**config.mk**
```make
export PLATFORM = sky130hd
export DESIGN_NAME = serial_subtract_ctrl
export DESIGN_NICKNAME = d
export VERILOG_FILES = /design/src/rtl/serial_sub_pkg.sv /design/src/rtl/fs_bit_cell.sv /design/src/rtl/serial_subtract_ctrl.sv
export SDC_FILE = /design/constraint.sdc
export NUM_CORES = 1
export LEC_CHECK = 0
export CORE_ASPECT_RATIO = 1.1
export CORE_MARGIN = 1
export CORE_UTILIZATION = 40
export DETAILED_ROUTE_END_ITERATION = 16
export MAX_ROUTING_LAYER = met4
export PLACE_DENSITY = 0.71
export SYNTH_ARGS = -nofsm -noshare
export SYNTH_HDL_FRONTEND = slang
export SYNTH_SLANG_ARGS = --single-unit
```
**constraint.sdc**
```tcl
create_clock -name clk -period 1.5 [get_ports clk]
set_input_delay 0.3 -clock clk [delete_from_list [all_inputs] [get_ports clk]]
set_output_delay 0.3 -clock clk [all_outputs]
set_load 0.02 [all_outputs]
```
**src/rtl/serial_sub_pkg.sv**
```systemverilog
// Shared types and sizing helpers for the bit-serial subtraction controller.
package serial_sub_pkg;

  typedef enum logic [1:0] {
    IDLE = 2'd0,
    RUN  = 2'd1,
    DONE = 2'd2
  } state_e;

  localparam int DEFAULT_WIDTH = 8;

  // Bit counter must index 0..width-1; keep at least one bit.
  function automatic int cnt_width(input int width);
    return (width > 1) ? $clog2(width) : 1;
  endfunction

endpackage

```
**src/rtl/fs_bit_cell.sv**
```systemverilog
// One-bit full subtractor: d = x - y - c, nb = borrow out. Purely combinational.
module fs_bit_cell (
  input  logic x_i,
  input  logic y_i,
  input  logic c_i,
  output logic d_o,
  output logic nb_o
);

  assign d_o  = x_i ^ y_i ^ c_i;
  assign nb_o = (~x_i & y_i) | (~(x_i ^ y_i) & c_i);

endmodule

```
**src/rtl/serial_subtract_ctrl.sv**
```systemverilog
// Bit-serial WIDTH-bit subtractor controller around a single fs_bit_cell.
// Optional zero/neg result flags are built when SERIAL_SUB_FLAGS_EN is defined.
module serial_subtract_ctrl
  import serial_sub_pkg::*;
#(
  parameter int WIDTH = DEFAULT_WIDTH
) (
  input  logic             clk,
  input  logic             rst_n,
  input  logic             in_valid,
  output logic             in_ready,
  input  logic [WIDTH-1:0] a,
  input  logic [WIDTH-1:0] b,
  input  logic             bin,
  output logic             out_valid,
  input  logic             out_ready,
  output logic [WIDTH-1:0] diff,
  output logic             bout
`ifdef SERIAL_SUB_FLAGS_EN
  ,
  output logic             zero,
  output logic             neg
`endif
);

  localparam int CNT_W = cnt_width(WIDTH);

  state_e             state_q, state_d;
  logic [WIDTH-1:0]   sa_q, sb_q, res_q;
  logic [CNT_W-1:0]   cnt_q;
  logic               br_q;
  logic               accept, last_bit;
  logic               cell_d, cell_nb;

  assign accept   = in_valid && in_ready;
  assign last_bit = (cnt_q == CNT_W'(WIDTH - 1));

  fs_bit_cell u_cell (
    .x_i  (sa_q[0]),
    .y_i  (sb_q[0]),
    .c_i  (br_q),
    .d_o  (cell_d),
    .nb_o (cell_nb)
  );

  // NOTE: sequential state uses non-blocking assignments so every register
  // samples pre-edge values regardless of process ordering.
  always_ff @(posedge clk or negedge rst_n) begin
    if (!rst_n) state_q <= IDLE;
    else        state_q <= state_d;
  end

  // NOTE: a default assignment before the case keeps this block latch-free.
  always_comb begin
    state_d = state_q;
    case (state_q)
      IDLE:    if (accept) state_d = RUN;
      RUN:     if (last_bit) state_d = DONE;
      DONE:    if (out_ready) state_d = IDLE;
      default: state_d = IDLE;
    endcase
  end

  always_comb begin
    in_ready  = 1'b0;
    out_valid = 1'b0;
    case (state_q)
      IDLE:    in_ready  = 1'b1;
      DONE:    out_valid = 1'b1;
      default: ;
    endcase
  end

  always_ff @(posedge clk or negedge rst_n) begin
    if (!rst_n) begin
      sa_q  <= '0;
      sb_q  <= '0;
      res_q <= '0;
      cnt_q <= '0;
      br_q  <= 1'b0;
    end else if (accept) begin
      sa_q  <= a;
      sb_q  <= b;
      br_q  <= bin;
      cnt_q <= '0;
    end else if (state_q == RUN) begin
      sa_q  <= {1'b0, sa_q[WIDTH-1:1]};
      sb_q  <= {1'b0, sb_q[WIDTH-1:1]};
      res_q <= {cell_d, res_q[WIDTH-1:1]};
      br_q  <= cell_nb;
      cnt_q <= cnt_q + CNT_W'(1);
    end
  end

  assign diff = res_q;
  assign bout = br_q;

`ifdef SERIAL_SUB_FLAGS_EN
  // Sticky "some difference bit was 1" avoids a WIDTH-wide zero compare.
  logic any_one_q;

  always_ff @(posedge clk or negedge rst_n) begin
    if (!rst_n)                any_one_q <= 1'b0;
    else if (accept)           any_one_q <= 1'b0;
    else if (state_q == RUN)   any_one_q <= any_one_q | cell_d;
  end

  assign zero = out_valid & ~any_one_q;
  assign neg  = res_q[WIDTH-1];
`endif

endmodule
```
Yosys cells after proc, flatten, opt, wreduce, memory -nomap -nowiden
Index checks and enable logic that the tools add are counted.
{ "classes": {"n_bitwise": 8, "reduce_logical": 5, "n_eq_ne": 6, "n_mux": 14, "n_addsub": 1} }
{ "op_table": {"columns": ["op", "count"], "rows": [
  ["two-way mux 8 bit", 4],
  ["two-way mux 2 bit", 3],
  ["two-way mux 3 bit", 2],
  ["!= test 2 bit (second input constant)", 3],
  ["case mux 2 bit (3 select lines)", 1],
  ["two-way mux 1 bit", 4],
  ["adder 3 x 1 -> 3 bit (second input constant)", 1],
  ["== test 3 bit (second input constant)", 1],
  ["NOT 1 bit", 3],
  ["AND reduction 3 bit", 1],
  ["bitwise AND 1 bit", 2],
  ["== test 2 x 1 -> 1 bit (second input constant)", 1],
  ["== test 2 bit (second input constant)", 1],
  ["zero test 2 bit", 1],
  ["AND reduction 2 bit", 1],
  ["nonzero test 2 bit", 1],
  ["XOR 1 bit", 2],
  ["logical AND 1 bit", 1],
  ["OR 1 bit", 1]
]} }
{ "word_totals": {"inputBits": 21, "regBits": 30, "word_cells": 40, "out_inout_bits": 11} }

Logic depth before layout (Yosys ltp)
Gate-level depths: netlist of run 1.
{ "logic_depth": {"ltp_word": 6, "ltp_mapped": 6, "depth_no_buf": 4} }

Cells and area by module
Synthesis of run 1 repeated with hierarchy kept, for this count alone.
{ "unflattened": {"hier_cells": 136, "hier_area_um2": 1338.8} }
{ "by_module_without_submodules": {"columns": ["module", "seq_area_each_um2", "area_per_inst_um2", "cells_per_inst", "instances"], "rows": [
  ["serial_subtract_ctrl", 750.7, 1307.5, 132, 1],
  ["fs_bit_cell", 0.0, 31.3, 4, 1]
]} }

Worst setup path after synthesis of run 1
No wires, ideal clock.
{ "synth_path": {"path_kind": "register to register", "start": "register state_q[1]", "end": "register sa_q[6]", "synth_period_minus_slack_ps": 1332, "path_slack_ps": 168, "setup_time_ps": 123, "t_required_ps": 1377, "path_buffers": 2, "stages_incl_launch_ff": 6, "arrival_ps": 1210, "path_cell_list": "dfrtp_1 > buf_2 > buf_6 > nor2_1 > nand3b_1 > o221a_2"} }
{ "synth_between": {"elab_chain_cells": 4, "word_cells_on_any_way": 6, "cone_classes": "1 x eq/ne; 2 x mux; 3 x reduce/logical"} }
{ "synth_rtl": {"columns": ["element", "line_no", "rtl"], "rows": [
  ["from (decl)", "serial_subtract_ctrl.sv:28", "state_e state_q, state_d;"],
  ["from (signal assigned)", "serial_subtract_ctrl.sv:50", "else state_q <= state_d;"],
  ["zero test 2 bit *", "serial_subtract_ctrl.sv:67", "case (state_q)"],
  ["two-way mux 1 bit *", "serial_subtract_ctrl.sv:67", null],
  ["via in_ready", "serial_subtract_ctrl.sv:11", "output logic in_ready,"],
  ["logical AND 1 bit *", "serial_subtract_ctrl.sv:35", "assign accept = in_valid && in_ready;"],
  ["two-way mux 8 bit or nonzero test 2 bit (tied branches)", null, null],
  ["to (signal assigned)", "serial_subtract_ctrl.sv:87", "sa_q <= {1'b0, sa_q[WIDTH-1:1]};"],
  ["to (decl)", "serial_subtract_ctrl.sv:29", "logic [WIDTH-1:0] sa_q, sb_q, res_q;"]
]} }
The timed path passes the listed nets; every way through them passes the cells marked *.
A chain may end at the register's enable or synchronous reset.

Worst setup path in the final report of run 1
{ "layout_path": {"start": "register state_q[0]", "end": "output port in_ready"} }
{ "layout_between": {"elab_chain_cells": 2} }
{ "layout_rtl": {"columns": ["element", "line_no"], "rows": [
  ["zero test 2 bit", "serial_subtract_ctrl.sv:67"],
  ["two-way mux 1 bit", "serial_subtract_ctrl.sv:67"],
  ["to (decl)", "serial_subtract_ctrl.sv:11"]
]} }
Every way passes these cells.

==> results.md, run 1 <==
* Status: complete, no violations
* Max-slew violation count at 0
* Core region area at ~0.0034 mm²
* Most frequent cells in the layout: nand2_1 (31), dfrtp_1 (30), clkdlybuf4s50_1 (20)
* TritonRoute pass-1 iters at 4
* Die X at just under 60 µm
* Clock Sinks at 30
* Initial antenna violation count at 0
* Buffers & Inverters on Critical Path at 1
* Distinct cells, synth at 25
* Non-Filler Instances at roughly 220
* Initial Utilization at around 42%
* VDD IR max at 758 µV
* Largest net degree at the start of global routing at 31
* Antenna cells at 0
* # DRC at 0
* Most common cell after layout, fill and taps aside: nand2_1
* Full die area at approximately 0.0038 mm²
* Setup WS post-layout at 0.125 ns
* Via Count at between 1,000 and 1,500
* Peak Freq at between 700 and 800 MHz
* Grt total ovfl at 0
* Min cycle time layout at between 1 and 1.5 ns
* Comb pwr share at approximately half
* Power Internal at roughly 2.3 mW
* Largest stage delay, worst path at approximately 0.41 ns
* Synthesized instance count at between 100 and 150
* I/O pins at 32
* Routed Antenna Nets at 0
* Fin. Hold Viols at 0
* Cell Rows at 22
* Net Count, Synth at 156
* Number of I/O port buffers at 31
* Avg Inst Size Synth at 10.8 µm²
* Top post-synthesis cells by area: dfrtp_1 (52%), nand2_1 (8.1%), o22a_1 (7.3%)
* Crit path launch type: flop
* Setup TNS at 0 ns
* Finished Cell Area at about 0.0019 mm²
* First-pass GRT wire length at about 5000 µm
* Vias in the first global route at between 1,000 and 1,500
* Die height at approximately 65 µm
* Data required, critical path at ~1.2 ns
* Clock Latency Late Sink at around 0.31 ns
* Clock skew at roughly 0.0028 ns
* Clk root buf: clkbuf_4
* Area leader, netlist: dfrtp_1
* Tot GR Track Use at a little under a fifth
* CP arrival at 1.08 ns
* Iter 0 DRT Violations at 43
* Worst hold margin at between 0.3 and 0.4 ns
* Total CTS buffers at 5
* Routed wire length at ~2900 µm
* Hold Crit Class: input port to asynchronous set/reset pin
* Critical path type: flop to output pin
* Sequential Power Share at approximately two fifths
* Reg2reg setup slack at ~0.13 ns
* Setup violations, final at 0
* RePlAce Congestion at 0.800
* Ys Warns at 0
* Maxcap violations at 0
* Critical-path cell list: nor2_2, buf_2
* Total Power at about 3.6 mW
* # Post-CTS Setup Buffers at 0
* Clk pwr share at between 10% and 20%
* Final HPWL DP at approximately 2200 µm
* # nets final at roughly 200
* Dpl cells at 216
* Top cell family by delay on the critical path: flip-flops
* Clock Path Buffers at 2
* Slew @ Worst Pin at around 0.37 ns
* TritonCTS clock tree: done
* Fraction of layout instances using a drive strength above 1 at 15.4%
* P_leak at just under 0.9 nW
* Period utilization at ~92%
* H-tree depth at 2
* Top cell type's share of synthesized area at a little over half
* Seq cells post-synth at 30
* Final Core Density at about 55%
* DR vias/cell at 4.96
* Number of fill cells in the layout at 332
* Post-synthesis cell area at approximately 0.0014 mm²
* Clock slew at the register clock pins of the worst setup and hold paths at ~0.080 ns
* CP max stage cell: dfrtp_1
* Worst Path Max Fanout at 3
* Area growth, synth to finish at 30.2%
* NetSw at 1.36 mW
* Worst Setup End Kind: output pin
* RSZ-0062 raised after global routing: no
* Slew HR at between 70% and 80%
* Switch share at between 30% and 40%
* Post-CTS Hold Fix Bufs at 0
* DP Worst Slack at -0.120 ns
* Sequential cell area fraction in the yosys report at between 50% and 60%
* DP Area at roughly 0.0018 mm²
* Pwr dens at ~2000 mW/mm²
* DR WL/cell at about 13 µm
registers in the layout, indices dropped and copies added, names as in the netlist:
| signal | count |
|---|---|
| diff | 8 |
| sa_q | 8 |
| sb_q | 8 |
| cnt_q | 3 |
| state_q | 2 |
| bout | 1 |
final cells by class:
cell class | count | area, µm² | area share (%)
clock buffer | 7 | 45.0 | 2.42
timing repair buffer | 44 | 399 | 21.4
multi-input combinational | 90 | 594 | 31.9
sequential | 30 | 751 | 40.3
inverter | 4 | 15.0 | 0.805
tap | 48 | 60.1 | 3.22
power groups by stage:
stage	clock [mW]	combinational [mW]	sequential (mW)
after CTS	0.447	1.81	1.44
after detailed placement	0	1.89	1.45
after floorplan	0	1.15	1.52
after global placement	0	1.81	1.43
final	0.422	1.76	1.43
after global routing	0.483	1.98	1.48
per-layer routing:
layer / vias up / track usage (%) / routed length (µm)
met5: - / - / 0
met4: 0 / 4.46 / 19
met3: 2 / 5.39 / 138
met2: 35 / 30.0 / 1510
met1: 521 / 22.0 / 1210
li1: 547 / - / -
cell families after synthesis:
group                    count (synthesis)  share of synthesized area [%]
AO/OA/AOI/OAI                           36                           20.8
adder cells (fa/ha/maj)                  3                           3.15
buffers and inverters                   12                           6.21
flip-flops                              30                           52.4
AND/OR/NAND/NOR                         51                           17.4
synth_stat cells:
master / n
or2_1: 1
ha_1: 2
a221o_1: 6
buf_4: 1
nand2_1: 31
o22a_1: 12
o21ai_0: 2
nand2b_4: 1
a22o_1: 4
o21ai_1: 6
inv_1: 4
fa_1: 1
o221a_2: 2
nor2_4: 1
nor2_2: 1
a221oi_2: 1
dfrtp_1: 30
buf_2: 2
nor2_1: 3
a21oi_1: 2
buf_6: 5
a32o_1: 1
nand3b_1: 2
nor2b_1: 3
nand2b_1: 8
final timing paths:
check	end	startpoint	cells past startpoint
max	in_ready	state_q[0]$_DFFE_PN0P_	2
min	diff[5]$_DFFE_PN0P_	rst_n	2
max reg2reg	sa_q[4]$_DFFE_PN0P_	state_q[1]$_DFFE_PN0P_	4
min reg2reg	diff[0]$_DFFE_PN0P_	diff[0]$_DFFE_PN0P_	2
max in group asynchronous	sb_q[5]$_DFFE_PN0P_	rst_n	2
min in group clk	diff[0]$_DFFE_PN0P_	diff[0]$_DFFE_PN0P_	2
repair_timing:
action                                  4_1_cts  5_1_grt
hold endpoints to repair                      0        0
gates resized for setup                      17        1
endpoints found under the setup margin       11        1
cloned                                        0        0
worst reg2reg max path: cells and delay by family, from the launching register on:
kind | cells | cell delay [ns]
buffers and inverters | 2 | 0.46
flip-flops | 1 | 0.38
AO/OA/AOI/OAI | 1 | 0.30
AND/OR/NAND/NOR | 1 | 0.12
Note: power is estimated with default switching activity, not from simulation.
==> inputs of run 2 (changes only) <==
--- a/config.mk
+++ b/config.mk
@@ -11,6 +11,7 @@
 export DETAILED_ROUTE_END_ITERATION = 16
 export MAX_ROUTING_LAYER = met4
 export PLACE_DENSITY = 0.71
+export SLEW_MARGIN = 40
 export SYNTH_ARGS = -nofsm -noshare
 export SYNTH_HDL_FRONTEND = slang
 export SYNTH_SLANG_ARGS = --single-unit
==> results of run 2 <==
Final layout, timing and power as in run 1 (identical DEF).
==> inputs of run 3 (changes only) <==
--- a/config.mk
+++ b/config.mk
@@ -10,7 +10,7 @@
 export CORE_UTILIZATION = 40
 export DETAILED_ROUTE_END_ITERATION = 16
 export MAX_ROUTING_LAYER = met4
-export PLACE_DENSITY = 0.71
+export PLACE_DENSITY = 0.76
 export SLEW_MARGIN = 40
 export SYNTH_ARGS = -nofsm -noshare
 export SYNTH_HDL_FRONTEND = slang
==> results.md, run 3 (synthesis results as in run 1) <==
* Fraction of layout instances using a drive strength above 1 at 18.1% (+2.7 points)
* Met3 usage in global routing at 5.39% (unchanged)
* H-tree depth at 2 (unchanged)
* # DRC at 0 (unchanged)
* Number of I/O port buffers at 31 (unchanged)
* Max-slew violation count at 0 (unchanged)
* Switch share at 36.9% (-0.76 points)
* Routed Antenna Nets at 0 (unchanged)
* Worst hold margin at 0.354 ns (-0.0120 ns)
* Clk root buf: clkbuf_4
* Worst R2R Start: state_q[1]$_DFFE_PN0P_
* Clk pwr share at 16.1% (+4.4 points)
* Buffers & Inverters on Critical Path at 1 (unchanged)
* Top cell family by delay on the critical path: flip-flops
* Clock slew at the register clock pins of the worst setup and hold paths at 0.10 ns (+0.02 ns)
* Slew @ Worst Pin at 0.374 ns (+0.00490 ns)
* Period utilization at 94.7% (+3.0 points)
* M2 GR Usage at 30.4% (+0.43 points)
* Slew HR at 75.1% (-0.33 points)
* Total Power at 3.89 mW (+7.5%)
* Status: complete, no violations
* Full die area at 0.00382 mm² (unchanged)
* RePlAce Congestion at 0.796 (-0.49%)
* P_leak at 0.904 nW (+3.2%)
* Die X at 59.0 µm (unchanged)
* Clock Path Buffers at 2 (unchanged)
* Setup crit start: state_q[0]$_DFFE_PN0P_
* Min cycle time layout at 1.42 ns (+0.0444 ns)
* CP max stage cell: dfrtp_1
* # Post-CTS Setup Buffers at 0 (unchanged)
* Crit path launch type: flop
* VDD IR max at 893 µV (+18%)
* Pwr dens at 2040 mW/mm² (+5.1%)
* Worst Setup End Kind: output pin
* Critical path type: flop to output pin
* Fin. Hold Viols at 0 (unchanged)
* Met1 Use GR at 22.5% (+0.47 points)
* Comb pwr share at 46.6% (-2.1 points)
* Most frequent cells in the layout: nand2_1 (31), dfrtp_1 (30), clkdlybuf4s50_1 (20)
* Vias in the first global route at 1,169 (+6.5%)
* Tot GR Track Use at 19.0% (+0.76 points)
* Clock Sinks at 30 (unchanged)
* DR WL/cell at 13.8 µm (+6.9%)
* Maxcap violations at 0 (unchanged)
* DP Worst Slack at -0.126 ns (-0.00596 ns)
* Iter 0 DRT Violations at 67 (+56%)
* I/O pins at 32 (unchanged)
* Setup violations, final at 0 (unchanged)
* RSZ-0062 raised after global routing: no
* Via Count at 1,152 (+4.3%)
* Clock skew at 0.00648 ns (+0.00363 ns)
* Sequential Power Share at 37.3% (-2.3 points)
* NetSw at 1.44 mW (+5.3%)
* # nets final at 200 (+0.50%)
* Initial antenna violation count at 0 (unchanged)
* CP arrival at 1.12 ns (+0.04 ns)
* Largest net degree at the start of global routing at 31 (unchanged)
* Power Internal at 2.45 mW (+8.8%)
* Core region area at 0.00339 mm² (unchanged)
* First-pass GRT wire length at 5210 µm (+3.7%)
* Cell Rows at 22 (unchanged)
* Die height at 64.7 µm (unchanged)
* Total CTS buffers at 5 (unchanged)
* Grt total ovfl at 0 (unchanged)
* TritonCTS clock tree: done
* Clock Latency Late Sink at 0.33 ns (+0.02 ns)
* Setup WS post-layout at 0.0801 ns (-0.0444 ns)
* Most Crowded Layer GR: met2
* DR vias/cell at 5.12 (+3.3%)
* Post-CTS Hold Fix Bufs at 0 (unchanged)
* Most common cell after layout, fill and taps aside: nand2_1
* Area growth, synth to finish at 33.2%
* TritonRoute pass-1 iters at 4 (unchanged)
* Data required, critical path at 1.20 ns (about the same)
* Critical-path cell list: nor2_2, buf_2
* Largest stage delay, worst path at 0.43 ns (+0.02 ns)
* Antenna cells at 0 (unchanged)
* Initial Utilization at 42.3% (unchanged)
* Routed wire length at 3100 µm (+7.8%)
* Final HPWL DP at 2270 µm (+4.3%)
* Hold Crit Class: input port to asynchronous set/reset pin
* Worst Path Max Fanout at 4 (+1)
* Peak Freq at 704 MHz (-3.1%)
[run 3: power groups by stage]
stage / clock [mW] / combinational, mW / sequential, mW
4_1_cts: 0.640 / 1.83 / 1.45
6_report: 0.625 / 1.81 / 1.45
3_5_place_dp: 0 / 1.92 / 1.46
5_1_grt: 0.663 / 2.02 / 1.50
2_1_floorplan: 0 / 1.15 / 1.52
3_3_place_gp: 0 / 1.83 / 1.44
[run 3: layout make-up]
| type | count | area [µm²] |
|---|---|---|
| Clock buffer | 5 | 37.5 |
| Clock inverter | 3 | 40.0 |
| Fill cell | 324 | 1480 |
| Inverter | 4 | 15.0 |
| Multi-Input combinational cell | 90 | 597 |
| Sequential cell | 30 | 751 |
| Tap cell | 48 | 60.1 |
| Timing Repair Buffer | 45 | 407 |
[run 3: worst paths after layout]
check | end | slack [ns] | cells past startpoint
max | in_ready | 0.08 | 2
min | bout$_DFFE_PN0P_ | 0.35 | 2
max reg2reg | sb_q[0]$_DFFE_PN0P_ | 0.10 | 4
min reg2reg | diff[0]$_DFFE_PN0P_ | 0.48 | 2
max in group asynchronous | sa_q[5]$_DFFE_PN0P_ | 0.87 | 2
min in group clk | diff[0]$_DFFE_PN0P_ | 0.48 | 2
[run 3: what timing repair did]
item,4_1_cts,5_1_grt
endpoints found under the setup margin,11,6
endpoints found under the hold margin,0,0
gates resized for setup,18,1
[run 3: worst register-to-register path, cell delays in order, from the launching register on]
cell and delay (ns):
dfrtp_1 0.40, buf_4 0.28, nor2b_2 0.09, buf_4 0.19, a221o_1 0.31
[run 3: metal layers]
layer / wire length (µm) / part of all wire (%) / vias up
met4: 68 / 2.2 / 0
met5: 0 / 0 / -
met3: 134 / 4.3 / 8
met2: 1600 / 52 / 37
met1: 1290 / 42 / 551
li1: - / - / 556
[run 3: per-stage QoR]
step | util [%] | instance area [µm²] | instances | setup TNS [ns]
after floorplan | - | 1430 | 132 | 0
after global placement | 54.5 | 1850 | 217 | -1.00
after detailed placement | 54.5 | 1850 | 217 | -1.69
after CTS | 56.2 | 1900 | 225 | 0
after global routing | 56.3 | 1910 | 225 | 0
final | 56.3 | 1910 | 225 | 0
==> RTL change (config.mk and constraints of run 3) <==
Encoding of `state_e`: now one-hot (3 bits for 3 states).
--- a/src/rtl/serial_sub_pkg.sv
+++ b/src/rtl/serial_sub_pkg.sv
@@ -2,8 +2,8 @@
 package serial_sub_pkg;
 
-  typedef enum logic [1:0] {
-    IDLE = 2'd0,
-    RUN  = 2'd1,
-    DONE = 2'd2
+  typedef enum logic [2:0] {
+    IDLE = 3'b001,
+    RUN  = 3'b010,
+    DONE = 3'b100
   } state_e;
 
Formal check against the unedited RTL: no difference found for any inputs over 10 cycles, from zero or initial values and one cycle with rst_n low; not proved beyond that.
==> RTL change against run 3 <==
Die area decreased by 0.93%. Core utilization is 1.2 points higher. Total power is 12% lower. Critical endpoint unchanged. Sequential share of layout area up 0.98 points. Sequential cell count rose by 1. Cell area up 1.3%. Synthesized area decreased by 0.96%. Global-route usage down 0.79 points. Wire length is 2.9% lower. The flow now finishes with violations (negative setup slack). Setup slack lost 0.097 ns. First-iteration DRC count down 46%.
==> RTL change: results (changes against run 3) <==
| Metric | Value |
|---|---|
| Total wire length | `3.01 mm (-2.9%)` |
| Peak supply drop | `0.930 mV (+4.2%)` |
| Met3 routed WL | `166 um (+24%)` |
| Most common library cells after synthesis | `nand2_1, dfrtp_1, a22oi_1` |
| Largest net degree at the start of global routing | `32 (+3.2%)` |
| Slew margin rel. | `0.784 (+0.0339)` |
| Xor/xnor share of the synthesized area | `0.00618 (+0.00618)` |
| Worst Setup SP | `state_q[0]$_DFFE_PN1P_` |
| Fillers | `319 (-1.5%)` |
| Setup ws final | `-0.0167 ns (-0.0968 ns)` |
| Hpwl dp | `2.13 mm (-6.2%)` |
| Setup violations, final | `3 (+3)` |
| Yosys cell types | `27 (+8.0%)` |
| Pwr Density | `1780 nW/um^2 (-13%)` |
| Worst path max stage delay | `0.55 ns (+0.12 ns)` |
| # nets final | `208 (+4.0%)` |
| Post-Synth Adder-Cell Area | `0.0318 (+0.000306)` |
| DR iter-0 viols | `36 (-46%)` |
| Violated checks | `negative setup slack` |
| Global-route usage over all layers | `0.183 (-0.00793)` |
| Routed WL per cell | `12.9 um (-6.3%)` |
| GP Congestion | `0.814 (+2.3%)` |
| Outcome | `finished, violations left` |
| Leak | `0.000947 uW (+4.7%)` |
| Worst R2R Path Depth | `5 (+1)` |
| Seq/Total Area, Yosys | `0.548 (+0.0236)` |
| Worst Clk Skew | `0.00251 ns (-0.00397 ns)` |
| Mapped Nets | `164 (+5.1%)` |
| Placed cell count | `223 (+2.8%)` |
| First-pass GRT wire length | `4.95 mm (-5.0%)` |
| Critical path fanouts, max | `2 (-2)` |
RTL change: changes by cell type in the layout (fill, tap and decap cells not counted), sizes merged, moves of 3 or more:
cell and delta:
nor2b -3, nand3 +10, o21ai -7, o22a -12, a22oi +10, a21oi +7, a221o -4, nand2b -9
nand2 +11
RTL change: worst max-delay path by stage:
stage               endpoint  slack (ns)  cells past startpoint
global placement    in_ready       -0.12                      3
global route        in_ready       -0.08                      3
detailed placement  in_ready       -0.15                      3
finish              in_ready       -0.02                      3
floorplan           in_ready        0.09                      2
CTS                 in_ready       -0.05                      3
RTL change: where the power goes:
part	internal (uW)	switching (uW)
Clock	182	261
Sequential	1200	230
Combinational	746	820
Total	2130	1310
RTL change: area by class of cell:
type / count / share of cell area
flip-flops and latches: 31 / 0.403
multi-input cells: 96 / 0.297
repair buffers: 47 / 0.237
well taps: 48 / 0.0311
clock buffers: 7 / 0.0233
inverters: 3 / 0.00583
clock inverters: 1 / 0.00259
RTL change: kinds of logic (layout without fill, tap and decap cells):
| family | Yosys count | count (layout) |
|---|---|---|
| compound gates | 25 | 25 |
| simple gates | 67 | 67 |
| buf+inv | 13 | 58 |
| xor+xnor | 1 | 1 |
| fa+ha+maj | 3 | 3 |
| flops | 31 | 31 |
RTL change: metrics by stage:
step	setup slack, ns	setup TNS [ns]	hold WS [ns]
2_1_floorplan	0.0938	0	0.00441
3_3_place_gp	-0.120	-0.551	0.459
3_5_place_dp	-0.151	-1.16	0.489
4_1_cts	-0.0521	-0.0579	0.324
5_1_grt	-0.0789	-0.212	0.320
6_report	-0.0167	-0.0282	0.330
RTL change: per-layer routing:
metal,GRT usage,vias up
met5,-,-
met4,0.0774,0
met3,0.0599,4
met2,0.301,39
met1,0.200,567
li1,-,565
RTL change: timing repair:
action                     4_1_cts  5_1_grt
buffers inserted                 0        2
gates resized for setup         25       11
pin swaps                        1        4
cloned                           0        0
setup endpoints to repair       31       23
